==> src/rtl/fifo_wr_arbiter.sv <==
// Round-robin write-port arbiter in front of async_fifo: one owner per grant,
// bounded bursts, stalls while the FIFO is full, and write/stall/overflow statistics.
module fifo_wr_arbiter #(
  parameter int unsigned data_width = 8,
  parameter int unsigned num_req    = 4,
  parameter int unsigned max_burst  = 4,
  parameter int unsigned src_w      = $clog2(num_req)
) (
  input  logic                          wr_clk_i,
  input  logic                          rst_i,
  input  logic [num_req-1:0]            req_i,
  input  logic [num_req*data_width-1:0] req_data_i,
  output logic [num_req-1:0]            gnt_o,
  input  logic                          full_i,
  input  logic                          overflow_i,
  output logic                          wr_en_o,
  output logic [data_width-1:0]         wdata_o,
  output logic [src_w-1:0]              wr_src_o,
  output logic                          busy_o,
  output logic [15:0]                   wr_count_o,
  output logic [15:0]                   stall_count_o,
  output logic                          ovf_err_o
);

  localparam int unsigned beat_w  = 4;
  localparam int unsigned cnt_w   = 16;
  localparam logic [beat_w-1:0]  last_beat = beat_w'(max_burst - 1);
  localparam logic [cnt_w-1:0]   cnt_max   = {cnt_w{1'b1}};
  localparam logic [num_req-1:0] gnt_one   = num_req'(1);

  typedef enum logic {
    st_idle  = 1'b0,
    st_burst = 1'b1
  } state_e;

  state_e             state_q, state_d;
  logic [src_w-1:0]   owner_q, owner_d;
  logic [src_w-1:0]   rr_ptr_q, rr_ptr_d;
  logic [beat_w-1:0]  beat_cnt_q, beat_cnt_d;
  logic [cnt_w-1:0]   wr_count_q, wr_count_d;
  logic [cnt_w-1:0]   stall_count_q, stall_count_d;
  logic               ovf_err_q, ovf_err_d;

  logic               own_req_c;
  logic               wr_en_c;
  logic [src_w-1:0]   pick_c;
  logic [src_w-1:0]   cand_c;
  logic               found_c;

  // First requester at or after rr_ptr; index arithmetic wraps since num_req is a power of two
  always_comb begin
    pick_c  = rr_ptr_q;
    cand_c  = rr_ptr_q;
    found_c = 1'b0;
    for (int unsigned k = 0; k < num_req; k++) begin
      cand_c = rr_ptr_q + src_w'(k);
      if (!found_c && req_i[cand_c]) begin
        found_c = 1'b1;
        pick_c  = cand_c;
      end
    end
  end

  assign own_req_c = req_i[owner_q];
  assign wr_en_c   = (state_q == st_burst) && own_req_c && !full_i;

  // State register
  always_ff @(posedge wr_clk_i or posedge rst_i) begin
    if (rst_i) begin
      state_q       <= st_idle;
      owner_q       <= '0;
      rr_ptr_q      <= '0;
      beat_cnt_q    <= '0;
      wr_count_q    <= '0;
      stall_count_q <= '0;
      ovf_err_q     <= 1'b0;
    end else begin
      state_q       <= state_d;
      owner_q       <= owner_d;
      rr_ptr_q      <= rr_ptr_d;
      beat_cnt_q    <= beat_cnt_d;
      wr_count_q    <= wr_count_d;
      stall_count_q <= stall_count_d;
      ovf_err_q     <= ovf_err_d;
    end
  end

  // Next-state logic
  always_comb begin
    state_d       = state_q;
    owner_d       = owner_q;
    rr_ptr_d      = rr_ptr_q;
    beat_cnt_d    = beat_cnt_q;
    wr_count_d    = wr_count_q;
    stall_count_d = stall_count_q;
    ovf_err_d     = ovf_err_q | overflow_i;

    case (state_q)
      st_idle: begin
        if (|req_i) begin
          owner_d    = pick_c;
          beat_cnt_d = '0;
          state_d    = st_burst;
        end
      end
      st_burst: begin
        if (!own_req_c) begin
          state_d  = st_idle;
          rr_ptr_d = owner_q + src_w'(1);
        end else if (full_i) begin
          if (stall_count_q != cnt_max) begin
            stall_count_d = stall_count_q + cnt_w'(1);
          end
        end else begin
          wr_count_d = wr_count_q + cnt_w'(1);
          beat_cnt_d = beat_cnt_q + beat_w'(1);
          if (beat_cnt_q == last_beat) begin
            state_d  = st_idle;
            rr_ptr_d = owner_q + src_w'(1);
          end
        end
      end
      default: state_d = st_idle;
    endcase
  end

  // FIFO-facing outputs follow the owner's request and full within the same cycle
  assign wr_en_o       = wr_en_c;
  assign gnt_o         = wr_en_c ? (gnt_one << owner_q) : '0;
  assign wdata_o       = req_data_i[owner_q*data_width +: data_width];
  assign wr_src_o      = owner_q;
  assign busy_o        = (state_q == st_burst);
  assign wr_count_o    = wr_count_q;
  assign stall_count_o = stall_count_q;
  assign ovf_err_o     = ovf_err_q;

endmodule

==> config.mk <==
export PLATFORM = sky130hd
export DESIGN_NAME = fifo_wr_arbiter
export DESIGN_NICKNAME = d
export VERILOG_FILES = /design/src/rtl/fifo_wr_arbiter.sv
export SDC_FILE = /design/constraint.sdc
export NUM_CORES = 1
export LEC_CHECK = 0
export CAP_MARGIN = 25
export CELL_PAD_IN_SITES_DETAIL_PLACEMENT = 0
export CELL_PAD_IN_SITES_GLOBAL_PLACEMENT = 1
export CORE_MARGIN = 2
export CORE_UTILIZATION = 31
export CTS_BUF_LIST = sky130_fd_sc_hd__clkbuf_4 sky130_fd_sc_hd__clkbuf_8
export CTS_CLUSTER_SIZE = 30
export DETAILED_ROUTE_END_ITERATION = 10
export GPL_ROUTABILITY_DRIVEN = 0
export PLACE_DENSITY = 0.88
export SLEW_MARGIN = 30
export SYNTH_ARGS = -nofsm -noshare
export SYNTH_HDL_FRONTEND = slang
export SYNTH_SLANG_ARGS = --single-unit
==> constraint.sdc <==
create_clock -name wr_clk_i -period 1.85 [get_ports wr_clk_i]
set_input_delay 0.185 -clock wr_clk_i [delete_from_list [all_inputs] [get_ports wr_clk_i]]
set_output_delay 0.185 -clock wr_clk_i [all_outputs]
set_load 0.01 [all_outputs]
Word level (Yosys, flattened, before mapping)
Cells that the tools add are included.

Add/sub/neg operators: 7. Eq/ne operators: 7. Order comparisons: 5. Bitwise operators: 3. Reductions and logical operators: 15. Multiplexer cells: 29. Shift operators: 2.

Operators with widths (count): adder 16 x 1 -> 16 bit (second input constant) (2); variable part select 32 x 6 -> 8 bit (1); 2-to-1 mux 4 bit (4); != test 16 bit (second input constant) (1); < comparator 2 x 3 -> 1 bit (second input constant) (5); 2-to-1 mux 1 bit (12); 2-to-1 mux 2 bit (6); binary-select mux 1 bit (select 2 bit) (5); AND reduction 3 bit (3); case mux 4 bit (2 select lines) (1); != test 2 bit (second input constant) (3); logical AND 1 bit (5); adder 2 x 1 -> 2 bit (second input constant) (2); adder 2 bit (second input constant) (2); adder 4 x 1 -> 4 bit (second input constant) (1); == test 4 x 2 -> 1 bit (second input constant) (1); zero test 1 bit (4); != test 2 x 1 -> 1 bit (second input constant) (2); AND reduction 4 bit (1); OR reduction 4 bit (1); << shifter 1 x 2 -> 4 bit (first input constant) (1); inverter 1 bit (2); case mux 1 bit (2 select lines) (1); AND reduction 2 bit (1); bitwise OR 1 bit (1).

Register bits: 42. Input bits: 40. Logic and storage cells: 75.

Longest topological paths before layout
Depth after elaboration: 12. Depth in mapped cells: 7. Gate-level depth less buffers: 6.

Worst setup path before layout
Ideal clock, no wire load.

Path kind: flip-flop to output port. Start point: register owner_q[0], in the netlist wr_src_o[0]. End point: output gnt_o[0]. Cell stages (with the launch flop): 6. Slack: -0.060 ns. Buffers on the path: 2. Required time: 1.665 ns. Data arrival time: 1.725 ns. Cells stage by stage: dfrtp_1 or3b_2 o32ai_1 buf_4 buf_4 and2_1.

Longest elaborated chain between the ends: 5. Elaborated cells between the ends (all ways): 6.

RTL lines: start: declaration (RTL line 37) `logic [src_w-1:0] owner_q, owner_d;`; start signal: assignment (RTL line 79) `owner_q <= owner_d;`; binary-select mux 1 bit (select 2 bit) (RTL line 64) `assign own_req_c = req_i[owner_q];`; 2-to-1 mux 1 bit (not written as such) (RTL line 64); logical AND 1 bit (2 in a row) (RTL line 65) `assign wr_en_c = (state_q == st_burst) && own_req_c && !full_i;`; net wr_en_o (RTL line 16) `output logic wr_en_o,`; 2-to-1 mux 4 bit (RTL line 129) `assign gnt_o = wr_en_c ? (gnt_one << owner_q) : '0;`; end: declaration (RTL line 13) `output logic [num_req-1:0] gnt_o,`.

The timed path passes the listed nets, and every way through them passes these cells. The select of a mux whose other input is x is not followed.

Worst setup path in the final report
Start point: register owner_q[0], in the netlist wr_src_o[0]. End point: output gnt_o[2].

Longest elaborated chain between the ends: 5. Elaborated cells between the ends (all ways): 6.

RTL lines (RTL line): binary-select mux 1 bit (select 2 bit) (64); 2-to-1 mux 1 bit (not written as such) (64); logical AND 1 bit (2 in a row) (65); 2-to-1 mux 4 bit * (129).

Every way passes the cells marked *; elsewhere a longest branch is shown, timed or not. The select of a mux whose other input is x is not followed.

==> reports/summary.txt <==
worst min-delay path class - in2async
Post-Synthesis Net Count - 255
remaining max-slew budget at the tightest pin - 63.5%
initial antenna violation count - 0
quantity of I/O buffers inserted on ports - 88
die span in y - 90.3 um
Final min period - 1.88 ns
relative area change from synthesis to final layout - 70.1%
CTS sink count - 42
TritonCTS Buffers - 5
post-place setup slack - -0.363 ns
Overall Global Routing Usage - 14.7%
pin count of the biggest net entering global routing - 43
register area - 0.00105 mm^2
Overflow after GRT - 0
internal power of the cells - 2.94 mW
data arrival time of the critical path - 1.70 ns
Max Freq - 531 MHz
setup slack on the worst flop-to-flop path - -0.02 ns
cell type with the highest aggregate area in the netlist - sky130_fd_sc_hd__dfrtp_1
first-pass GRT wire length - 10,100 um
maximum buffer depth of the clock tree - 2
number of diodes added for antenna fixing - 0
post-layout util - 54.4%
count of non-filler cells in the finished layout - 440
worst flop-to-flop path startpoint - wr_src_o[0]
synthesized-area fraction occupied by xor and xnor cells - 11.8%
number of standard cells after synthesis - 208
endpoint kind of the worst setup timing path - output pin
clock latency on the worst-skew pair - 0.29 ns
DRC violation count after routing - 0
fraction of post-synthesis cell area in the top cell type by area - 45.6%
Critical Path Max Stage Delay - 0.40 ns
Adder-Cell Fraction of Synth Area - 3.80%
warnings from Yosys - 0
mean post-synth cell area - 11.1 um^2
Final Total Pwr - 4.43 mW
detailed router's first-iteration violation count - 41
critical setup path kind - reg2out
compound-cell area share of the yosys netlist - 5.31%
net switching power - 1.49 mW
cell with the largest stage delay on the worst path - sky130_fd_sc_hd__dfrtp_2
simple logic cell fraction of the synthesized area - 20.5%
post-DP HPWL - 4340 um
Worst Setup SP - wr_src_o[0]
IR drop worst, VDD - 0.811 mV
Critical Path, Cell by Cell - buf_12 > buf_12 > nand2_4 > o32ai_2 > buf_4 > buf_6 > and2_4 > buf_6
DR WL/cell - 13.4 um
Netlist Area Pre-Place - 0.00231 mm^2
failing checks - setup timing
die boundary width - 90.3 um
Clock power frac - 17.0%
area of the die - 0.00815 mm^2
worst slack on hold paths - 0.315 ns
sort of element at the start of the critical path - flip-flop
combinational family with the most area after synthesis - simple AND/OR/NAND/NOR gates
CTS clock-pin slew for the worst setup and hold paths - 0.09 ns
Clock H-tree levels - 2
required time reported for the critical path endpoint - 1.66 ns
status - complete, but fails checks
starting density of the core - 32.0%
number of endpoints failing setup at the final stage - 6
Net count, final - 387
sequential share of power - 29.2%
number of max-slew violations in the final report - 0
top post-synthesis cells by area - sky130_fd_sc_hd__dfrtp_1 (46%), sky130_fd_sc_hd__xnor2_1 (8.4%), sky130_fd_sc_hd__mux4_2 (7.8%)
clock tree from TritonCTS - done
destination of the worst register-to-register timing path - wr_count_o[1]
post-DR vias/cell - 4.78
Seq cells post-synth - 42
number of different library cells in the post-synthesis netlist - 39
r2r worst-path depth - 8
ratio of cells with drive above 1 in the final layout - 30.8%
areal power density over the cells - 1130 mW/mm^2
least setup slack across all paths after layout - -0.0323 ns
Tcrit/Tclk final - 102%
mux cell area share after synthesis - 10.5%
core area - 0.00721 mm^2
number of cells in the design after placement - 421
cts hold-fix bufs - 0
fill count - 630
first-pass iteration count of the detailed router - 4
WL final - 5900 um
Hold Fails Final Rpt - 0
combinational share of power - 53.9%
Tightest Pin Transition - 0.542 ns
peak fanout along the critical path - 5
max-cap check violation count - 0
setup repair after global routing missed its margin - true
post-route ant nets - 0
total leakage power - 1.70 nW
final worst clock skew - 0.00878 ns
sw frac - 33.7%
count of pins on the block boundary - 89
# rows - 31
share of synthesized area occupied by flip-flops and latches - 45.6%
vias in the first global route - 2,164
area of the multi-input gates - 0.00132 mm^2
DR vias - 2,102
clock tree root driver cell - sky130_fd_sc_hd__clkbuf_8
==> synthesized netlist by cell type <==
master,n
sky130_fd_sc_hd__dfrtp_1,42
sky130_fd_sc_hd__nand2_1,22
sky130_fd_sc_hd__xnor2_1,22
sky130_fd_sc_hd__nand4_1,13
sky130_fd_sc_hd__nor2_1,11
sky130_fd_sc_hd__xor2_1,9
sky130_fd_sc_hd__mux4_2,8
sky130_fd_sc_hd__and2_1,7
sky130_fd_sc_hd__ha_1,7
sky130_fd_sc_hd__inv_1,7
sky130_fd_sc_hd__o21ai_0,6
sky130_fd_sc_hd__mux2i_1,5
sky130_fd_sc_hd__nand3_1,5
sky130_fd_sc_hd__nor3_1,5
sky130_fd_sc_hd__and3_1,4
sky130_fd_sc_hd__a21oi_1,3
sky130_fd_sc_hd__and4_1,3
sky130_fd_sc_hd__buf_1,2
sky130_fd_sc_hd__buf_4,2
sky130_fd_sc_hd__nand3_2,2
sky130_fd_sc_hd__nand4_2,2
sky130_fd_sc_hd__nor2b_1,2
sky130_fd_sc_hd__nor4_1,2
sky130_fd_sc_hd__o221ai_1,2
sky130_fd_sc_hd__a221o_1,1
sky130_fd_sc_hd__a31oi_1,1
sky130_fd_sc_hd__and3_2,1
sky130_fd_sc_hd__buf_6,1
sky130_fd_sc_hd__mux2_2,1
sky130_fd_sc_hd__nor4b_1,1
sky130_fd_sc_hd__o2111ai_1,1
sky130_fd_sc_hd__o221a_1,1
sky130_fd_sc_hd__o22ai_1,1
sky130_fd_sc_hd__o32ai_1,1
sky130_fd_sc_hd__o41ai_1,1
sky130_fd_sc_hd__or2_2,1
sky130_fd_sc_hd__or3b_2,1
sky130_fd_sc_hd__or4_4,1
sky130_fd_sc_hd__or4b_2,1
==> cell usage in the layout (no fill, tap or decap), types with 2 or more instances in the layout <==
cell                              netlist  routed
sky130_fd_sc_hd__nand4_1               13      13
sky130_fd_sc_hd__ha_1                   7       5
sky130_fd_sc_hd__nor2b_1                2       2
sky130_fd_sc_hd__and2_1                 7       4
sky130_fd_sc_hd__dfrtp_1               42      41
sky130_fd_sc_hd__clkbuf_2               0       3
sky130_fd_sc_hd__o21ai_0                6       6
sky130_fd_sc_hd__nor3_2                 0       2
sky130_fd_sc_hd__and3_1                 4       4
sky130_fd_sc_hd__buf_4                  2      31
sky130_fd_sc_hd__clkbuf_8               0       5
sky130_fd_sc_hd__and4_1                 3       2
sky130_fd_sc_hd__mux2i_1                5       4
sky130_fd_sc_hd__a21oi_1                3       3
sky130_fd_sc_hd__nor2_1                11       9
sky130_fd_sc_hd__nand2_1               22      20
sky130_fd_sc_hd__xnor2_1               22      21
sky130_fd_sc_hd__clkdlybuf4s50_1        0      75
sky130_fd_sc_hd__mux4_2                 8       8
sky130_fd_sc_hd__nand4_2                2       2
sky130_fd_sc_hd__inv_1                  7       7
sky130_fd_sc_hd__xor2_1                 9       9
sky130_fd_sc_hd__and2_4                 0       3
sky130_fd_sc_hd__ha_2                   0       2
sky130_fd_sc_hd__nand3_1                5       2
sky130_fd_sc_hd__nand3_2                2       5
sky130_fd_sc_hd__buf_12                 0       4
sky130_fd_sc_hd__nor2_2                 0       2
sky130_fd_sc_hd__nor3_1                 5       3
sky130_fd_sc_hd__buf_6                  1      14
==> routing by layer <==
layer / global-route usage (%) / wire (um) / up-vias
met5: 0 / 0 / -
met4: 3.21 / 35 / 0
met3: 4.17 / 354 / 4
met2: 25.4 / 2910 / 72
met1: 18.4 / 2610 / 1009
li1: - / - / 1017
==> logic make-up (layout without fill, tap and decap cells) <==
family	Yosys count	after routing
DFF	42	42
adders and majority gates	7	7
and+or+nand+nor	84	84
xor gates and xnor gates	31	31
buffers and inverters	12	145
AOI/OAI and AO/OA	18	18
muxes	14	14
==> sequential cells by signal, indices dropped and copies added (netlist names) <==
name           count
ovf_err_o          1
rr_ptr_q           2
wr_src_o           2
busy_o             1
beat_cnt_q         4
stall_count_o     16
wr_count_o        16
==> power by group through the flow <==
stage | sequential [mW] | combinational, mW | clock, mW
3_5_place_dp | 1.29 | 1.97 | 0
5_1_grt | 1.32 | 2.59 | 0.818
2_1_floorplan | 1.38 | 0.882 | 0
4_1_cts | 1.28 | 2.20 | 0.776
3_3_place_gp | 1.28 | 1.94 | 0
6_report | 1.29 | 2.39 | 0.752
==> stage by stage <==
step	cell area (um^2)	setup TNS (ns)
finish	3920	-0.119
global route	3920	-0.841
CTS	3760	-0.464
detailed placement	3530	-7.50
global placement	3530	-6.56
floorplan	2320	0
==> worst max-delay path by stage <==
stage,end,cells after the start
6_report,gnt_o[2],8
5_1_grt,gnt_o[2],8
4_1_cts,gnt_o[2],6
3_5_place_dp,gnt_o[2],6
3_3_place_gp,gnt_o[0],6
2_1_floorplan,stall_count_o[10],7
==> final cells by class <==
cell class	count	area share, %
clock buffer	5	1.75
timing repair buffer	130	32.8
sequential	42	26.8
inverter	7	0.670
clock inverter	3	1.24
multi-input combinational	154	33.5
tap	99	3.16
==> worst max-delay path: cells and delay by family, from the launching register on <==
kind	cells	cell delay [ns]
buffers and inverters	5	0.58
DFF	1	0.40
AOI/OAI and AO/OA	1	0.25
and+or+nand+nor	2	0.18
==> timing repair <==
action / CTS / global route
setup endpoints to repair: 25 / 34
cloned: 1 / 0
pin swaps: 1 / 10
resized for setup: 56 / 40
buffers inserted: 8 / 2
Note: power is estimated with default switching activity, not from simulation.
